===== src/rtl/calc_pkg.sv =====
// Shared constants and state encoding for the calculator sequencer and its adder.
package calc_pkg;

    localparam int unsigned DATA_W = 8;

    localparam logic [1:0] OP_ADD = 2'b00;
    localparam logic [1:0] OP_SUB = 2'b01;
    localparam logic [1:0] OP_MUL = 2'b10;
    localparam logic [1:0] OP_RSV = 2'b11;

    typedef enum logic [1:0] {
        StIdle = 2'b00,
        StExec = 2'b01,
        StMul  = 2'b10,
        StDone = 2'b11
    } state_t;

endpackage


===== src/rtl/adder8.sv =====
// 8-bit ripple-carry adder/subtractor; cin=1 inverts b and adds one (a - b).
module adder8
    import calc_pkg::*;
(
    input  logic [DATA_W-1:0] a,
    input  logic [DATA_W-1:0] b,
    input  logic              cin,
    output logic [DATA_W-1:0] sum,
    output logic              overflow
);

    logic [DATA_W-1:0] b_eff;
    logic [DATA_W:0]   carry;

    assign b_eff = b ^ {DATA_W{cin}};

    always_comb begin
        carry[0] = cin;
        sum      = '0;
        for (int i = 0; i < DATA_W; i++) begin
            sum[i]       = a[i] ^ b_eff[i] ^ carry[i];
            carry[i + 1] = (a[i] & b_eff[i]) | (a[i] & carry[i]) | (b_eff[i] & carry[i]);
        end
        // Signed overflow: carry into the sign bit differs from carry out of it.
        overflow = carry[DATA_W-1] ^ carry[DATA_W];
    end

endmodule


===== src/rtl/calc_sequencer.sv =====
// Multi-cycle ADD/SUB/MUL controller around one shared adder8.
// MUL support is compiled in only when CALC_SEQUENCER_MUL_EN is defined.
module calc_sequencer
    import calc_pkg::*;
(
    input  logic              clk,
    input  logic              rst,
    input  logic              start,
    input  logic [1:0]        op,
    input  logic [DATA_W-1:0] a,
    input  logic [DATA_W-1:0] b,
    output logic              busy,
    output logic              done,
    output logic [DATA_W-1:0] result,
    output logic              overflow,
    output logic              err
);

    state_t            state_q, state_d;
    logic [1:0]        op_q, op_d;
    logic [DATA_W-1:0] a_q, a_d;
    logic [DATA_W-1:0] b_q, b_d;
    logic [DATA_W-1:0] result_q, result_d;
    logic              overflow_q, overflow_d;
    logic              err_q, err_d;

    logic [DATA_W-1:0] add_a, add_b, add_sum;
    logic              add_cin, add_ov;

`ifdef CALC_SEQUENCER_MUL_EN
    logic [DATA_W-1:0] cnt_q, cnt_d;
    logic [DATA_W-1:0] acc_q, acc_d;
    logic              neg_q, neg_d;
`endif

    always_comb begin
        add_a   = a_q;
        add_b   = b_q;
        add_cin = (op_q == OP_SUB);
`ifdef CALC_SEQUENCER_MUL_EN
        // Negative multiplier: subtract a each pass so the loop count stays |b|.
        if (state_q == StMul) begin
            add_a   = acc_q;
            add_b   = a_q;
            add_cin = neg_q;
        end
`endif
    end

    adder8 u_adder8 (
        .a        (add_a),
        .b        (add_b),
        .cin      (add_cin),
        .sum      (add_sum),
        .overflow (add_ov)
    );

    always_comb begin
        state_d    = state_q;
        op_d       = op_q;
        a_d        = a_q;
        b_d        = b_q;
        result_d   = result_q;
        overflow_d = overflow_q;
        err_d      = err_q;
`ifdef CALC_SEQUENCER_MUL_EN
        cnt_d      = cnt_q;
        acc_d      = acc_q;
        neg_d      = neg_q;
`endif

        unique case (state_q)
            StIdle: begin
                if (start) begin
                    op_d       = op;
                    a_d        = a;
                    b_d        = b;
                    overflow_d = 1'b0;
                    err_d      = 1'b0;
`ifdef CALC_SEQUENCER_MUL_EN
                    acc_d      = '0;
                    cnt_d      = b[DATA_W-1] ? (~b + 1'b1) : b;
                    neg_d      = b[DATA_W-1];
                    state_d    = (op == OP_MUL) ? StMul : StExec;
`else
                    state_d    = StExec;
`endif
                end
            end
            StExec: begin
                if (op_q == OP_ADD || op_q == OP_SUB) begin
                    result_d   = add_sum;
                    overflow_d = add_ov;
                end else begin
                    result_d   = '0;
                    overflow_d = 1'b0;
                    err_d      = 1'b1;
                end
                state_d = StDone;
            end
`ifdef CALC_SEQUENCER_MUL_EN
            StMul: begin
                if (cnt_q != '0) begin
                    acc_d      = add_sum;
                    overflow_d = overflow_q | add_ov;
                    cnt_d      = cnt_q - 1'b1;
                end else begin
                    result_d = acc_q;
                    state_d  = StDone;
                end
            end
`endif
            StDone: begin
                state_d = StIdle;
            end
            default: begin
                state_d = StIdle;
            end
        endcase
    end

    always_ff @(posedge clk) begin
        if (rst) begin
            state_q    <= StIdle;
            op_q       <= OP_ADD;
            a_q        <= '0;
            b_q        <= '0;
            result_q   <= '0;
            overflow_q <= 1'b0;
            err_q      <= 1'b0;
`ifdef CALC_SEQUENCER_MUL_EN
            cnt_q      <= '0;
            acc_q      <= '0;
            neg_q      <= 1'b0;
`endif
        end else begin
            state_q    <= state_d;
            op_q       <= op_d;
            a_q        <= a_d;
            b_q        <= b_d;
            result_q   <= result_d;
            overflow_q <= overflow_d;
            err_q      <= err_d;
`ifdef CALC_SEQUENCER_MUL_EN
            cnt_q      <= cnt_d;
            acc_q      <= acc_d;
            neg_q      <= neg_d;
`endif
        end
    end

    assign busy     = (state_q != StIdle);
    assign done     = (state_q == StDone);
    assign result   = result_q;
    assign overflow = overflow_q;
    assign err      = err_q;

endmodule


===== config.mk =====
export PLATFORM = sky130hd
export DESIGN_NAME = calc_sequencer
export DESIGN_NICKNAME = d
export VERILOG_FILES = /design/src/rtl/calc_pkg.sv /design/src/rtl/adder8.sv /design/src/rtl/calc_sequencer.sv
export SDC_FILE = /design/constraint.sdc
export NUM_CORES = 1
export LEC_CHECK = 0
export CAP_MARGIN = 30
export CORE_UTILIZATION = 44
export DETAILED_ROUTE_END_ITERATION = 10
export MAX_ROUTING_LAYER = met4
export PLACE_DENSITY = 0.74
export RECOVER_POWER = 100
export SLEW_MARGIN = 20
export SYNTH_ARGS = -nofsm -noshare
export SYNTH_HDL_FRONTEND = slang
export SYNTH_SLANG_ARGS = --single-unit

===== constraint.sdc =====
create_clock -name clk -period 3.49 [get_ports clk]
set_input_delay 0.8725 -clock clk [delete_from_list [all_inputs] [get_ports clk]]
set_output_delay 0.8725 -clock clk [all_outputs]
set_load 0.005 [all_outputs]

==> After elaboration in Yosys (flattened, before gate mapping) <==
Cells that the tools add are included.
{ "classes": {"n_eq_ne": 5, "reduce_logical": 8, "n_bitwise": 58, "mux": 8} }
{ "op_table": {"columns": ["op", "n"], "rows": [
  ["1-bit bitwise AND", 24],
  ["1-bit bitwise XOR", 17],
  ["1-bit OR", 16],
  ["8-bit two-way mux", 1],
  ["8-bit bitwise XOR", 1],
  ["2-bit by 1-bit == test with 1-bit output, second input constant", 2],
  ["2-bit logical NOT", 2],
  ["2-bit inequality test, second input constant", 2],
  ["1-bit one-hot mux with 2 select lines", 2],
  ["2-bit one-hot mux with 2 select lines", 1],
  ["2-bit AND reduction", 2],
  ["2-bit nonzero test", 2],
  ["1-bit two-way mux", 3],
  ["3-bit AND reduction", 1],
  ["2-bit == test, second input constant", 1],
  ["2-bit two-way mux", 1],
  ["1-bit logical OR", 1]
]} }
{ "word_totals": {"output_inout_bits": 12, "word_cells": 86, "regBits": 30} }

==> Longest topological paths before layout <==
{ "depth": {"depth_word": 29, "mapped_depth": 15, "ltp_nobuf": 14} }

==> Hierarchy <==
From an unflattened synthesis, not the netlist that was laid out.
{ "hier_totals": {"hier_cells": 162, "hier_area_um2": 1402.6} }
{ "modules_own_cells": {"columns": ["mod", "seq_area_each_um2", "cells_per_inst", "n_inst", "area_each_um2"], "rows": [
  ["calc_sequencer", 600.6, 131, 1, 1112.3],
  ["adder8", 0.0, 31, 1, 290.3]
]} }

==> Least setup slack after synthesis <==
OpenSTA, ideal clock, no wires.
{ "synth_timing": {"path_kind": "register to register", "from": "register op_q[1]", "to": "register result_q[6], in the netlist result[6]", "path_stages_with_launch": 14, "period_less_slack_ns": 3.267, "t_arrival_ns": 3.198, "t_required_ns": 3.420, "setup_slack_ns": 0.223, "path_buffers": 1, "path_cell_list": "dfxtp_1 nand2b_1 buf_2 xor2_1 fa_1 fa_1 inv_1 fa_1 fa_1 fa_1 inv_1 fa_1 or3_1 a21oi_1"} }
{ "synth_between": {"elab_chain_len": 22, "word_cells_on_any_way": 37, "classes_between": "1 x eq/ne; 1 x mux; 33 x bitwise; 2 x reduce/logical"} }
{ "synth_rtl": {"columns": ["element", "line_no", "text"], "rows": [
  ["start, declared", "calc_sequencer.sv:20", "logic [1:0] op_q, op_d;"],
  ["start signal, assigned", "calc_sequencer.sv:138", "op_q <= op_d;"],
  ["2-bit by 1-bit == test with 1-bit output", "calc_sequencer.sv:39, calc_sequencer.sv:91", null],
  ["8-bit bitwise XOR", "adder8.sv:15", "assign b_eff = b ^ {DATA_W{cin}};"],
  ["1-bit bitwise AND", "adder8.sv:22", "carry[i + 1] = (a[i] & b_eff[i]) | (a[i] & carry[i]) | (b_eff[i] & carry[i]);"],
  ["1-bit OR (2 in series)", "adder8.sv:22", null],
  ["1-bit bitwise AND", "adder8.sv:22", null],
  ["1-bit OR (2 in series)", "adder8.sv:22", null],
  ["1-bit bitwise AND", "adder8.sv:22", null],
  ["1-bit OR (2 in series)", "adder8.sv:22", null],
  ["1-bit bitwise AND", "adder8.sv:22", null],
  ["1-bit OR (2 in series)", "adder8.sv:22", null],
  ["1-bit bitwise AND", "adder8.sv:22", null],
  ["1-bit OR (2 in series)", "adder8.sv:22", null],
  ["1-bit bitwise AND", "adder8.sv:22", null],
  ["1-bit OR (2 in series)", "adder8.sv:22", null],
  ["1-bit bitwise XOR", "adder8.sv:21", "sum[i] = a[i] ^ b_eff[i] ^ carry[i];"],
  ["8-bit two-way mux (*)", "calc_sequencer.sv:91", "if (op_q == OP_ADD || op_q == OP_SUB) begin"],
  ["end signal, assigned", "calc_sequencer.sv:141", "result_q <= result_d;"],
  ["end, declared", "calc_sequencer.sv:23", "logic [DATA_W-1:0] result_q, result_d;"]
]} }
Every way passes the cells marked *; elsewhere a longest branch is shown, timed or not.
A chain may end at the register's enable or synchronous reset.

==> Worst setup path in the final report <==
Same ends and word-level chain as after synthesis.

==> flow_summary.json <==
{
  "synthToLayoutAreaGrowth_pct": 25.3,
  "cts_root_buf": "clkbuf_4",
  "ys_seq_area_share_pct": 40.9,
  "ir_drop_mv": 0.290,
  "synth_top_family_by_area": "simple AND/OR/NAND/NOR gates",
  "power.leakage_nw": 0.697,
  "avgSynthCellArea_sq_um": 9.25,
  "rows": 20,
  "final_nets": 220,
  "hold_buffers": 0,
  "arrival_ps": 3550,
  "io_buffer_count": 32,
  "synth-simple-area-share_pct": 24.6,
  "setup_slack_ps": 195,
  "fmax_mhz": 303,
  "end_kind": "register",
  "grt_pass1_wl_um": 4510,
  "antennaDiodeCount": 0,
  "synth_compound_area_share_pct": 13.5,
  "status": "completed",
  "synth_cell_type_count": 32,
  "grt_pass1_vias": 1072,
  "wl_per_cell_um": 11.9,
  "crit_fanout": 3,
  "whs_path_depth": 2,
  "tightest_slew_ps": 1100,
  "cts_inserted_buffers": 5,
  "yosys_warnings": 0,
  "period_share_pct": 94.4,
  "layout_commonest_cell": "nand2_1",
  "drv_slew": 0,
  "die_h_um": 59.8,
  "drive_above_1_share_pct": 16.6,
  "relSlewSlack_pct": 26.2,
  "htreeDepth": 2,
  "die_w_um": 59.8,
  "period_minus_slack_ps": 3300,
  "startpoint_type": "register",
  "grt_util_all_layers_pct": 18.3,
  "avgViaCountPerCell": 4.96,
  "finClkSkew_ps": 6.04,
  "synthMuxAreaShare_pct": 0,
  "power.density_nw_per_um2": 396,
  "hp-class": "reg2reg",
  "drt_first_pass_iters": 4,
  "wirelength_um": 2820,
  "vias": 1175,
  "r2r_setup_slack_ps": 190,
  "cts_tree": "done",
  "layout_common_cells": "nand2_1 (33), dfxtp_1 (30), a21oi_1 (20), clkdlybuf4s50_1 (18), dlygate4sd3_1 (14)",
  "cts_sinks": 30,
  "ant_nets": 0,
  "rsz0062_at_grt": "false",
  "setup_viol": 0,
  "clkTransAtPathRegs_ps": 90,
  "grt_overflow_total": 0,
  "setup_tns_ps": 0,
  "syn-cell-area_sq_um": 1470,
  "die_area_sq_um": 3580,
  "dp_hpwl_um": 2210,
  "cap_violations": 0,
  "ys_ff_latch": 30,
  "initial_core_util_pct": 47.4,
  "r2r_cells": 13,
  "synth_xor_area_share_pct": 5.36,
  "antenna_found_initial": 0,
  "cts_buffer_depth": 2,
  "syn_inst": 159,
  "path_class": "reg2reg",
  "grt_max_degree": 20,
  "core-area_sq_um": 3100,
  "pin_count": 33,
  "drc": 0,
  "dp_slack_ps": 160,
  "fillers": 301,
  "postSynthNetCount": 187,
  "post_synth_fa_ha_maj_area_fraction_pct": 9.02,
  "globalplace.congestion": 0.789,
  "worstPathRequired_ps": 3740,
  "first_iter_violations": 41,
  "final-hold-violation-count": 0,
  "worstSkewPairLatency_ps": 320
}
registers in the layout, summed over array words and instances (netlist names):
signal / cells
a_q: 8
add_b: 8
err: 1
op_q: 2
overflow: 1
result: 8
state_q: 2
kinds of logic (layout without fill, tap and decap cells):
kind of cell / count (synthesis) / after routing
flops: 30 / 30
fa+ha+maj: 7 / 7
simple gates: 68 / 68
compound gates: 30 / 30
buf+inv: 15 / 49
xor+xnor: 9 / 9
routing by layer:
layer / up-vias / share of wire (%) / global-route usage (%)
met3: 8 / 5.2 / 7.14
met4: 0 / 2.1 / 8.97
met1: 551 / 42 / 18.8
li1: 584 / - / -
met5: - / 0 / -
met2: 32 / 50 / 30.2
repair_timing:
| action | CTS | global route |
|---|---|---|
| buffers inserted | 0 | 0 |
| endpoints found under the setup margin | 0 | 1 |
| gates resized for setup | 0 | 3 |
synth_stat cells, drive strengths merged:
master / number / area [sq um]
xnor2: 5 / 43.8
fa: 6 / 120
nand2b: 2 / 20.0
nor4b: 1 / 15.0
or3: 3 / 18.8
a22oi: 2 / 15.0
or3b: 1 / 8.76
nand2: 43 / 186
buf: 10 / 78.8
a21oi: 26 / 171
xor2: 4 / 35.0
nor2: 5 / 18.8
nand3: 1 / 5.00
inv: 5 / 18.8
or2: 1 / 6.26
o21ai: 1 / 5.00
nor2b: 2 / 12.5
nor3: 3 / 15.0
nand3b: 3 / 22.5
o211ai: 1 / 7.51
nor3b: 2 / 26.3
dfxtp: 30 / 601
ha: 1 / 12.5
and2: 1 / 6.26
worst max-delay path, stage by stage (launching register included):
cell	delay [ps]
dfxtp_1	330
nand2b_2	160
nor2_1	50
a21oi_1	140
fa_1	200
fa_1	160
inv_1	50
fa_1	390
fa_1	390
fa_1	360
inv_1	80
fa_1	390
or3_1	360
a21oi_1	160
power breakdown:
group / leakage [nW] / switching (mW) / internal, mW
Clock: 0.0353 / 0.113 / 0.0975
Combinational: 0.417 / 0.0675 / 0.0705
Sequential: 0.245 / 0.0179 / 0.363
Total: 0.697 / 0.199 / 0.531
worst paths after layout:
kind                            startpoint         to
worst max-delay path               op_q[1]  result[6]
worst min-delay path             result[4]  result[4]
worst min register to register   result[4]  result[4]
worst max register to register     op_q[1]  result[6]
metrics by stage:
stage               power [mW]  instance area (sq um)  hold WS [ps]  std cells  utilization, %
floorplan                0.481                   1470           442        159               -
global placement         0.528                   1800           440        229            57.9
detailed placement       0.536                   1800           446        229            57.9
CTS                      0.743                   1860           457        237            59.8
global route             0.766                   1840           479        237            59.4
finish                   0.730                   1840           451        237            59.4
area by class of cell:
cell class                 count  area, sq um  share of cell area, %
sequential                    30          601                   32.6
multi-input combinational    114          764                   41.5
timing repair buffer          36          343                   18.6
tap                           44         55.1                   2.99
clock buffer                   7         55.1                   2.99
inverter                       5         18.8                   1.02
clock inverter                 1         5.00                  0.272
(Power assumes the default switching activity.)
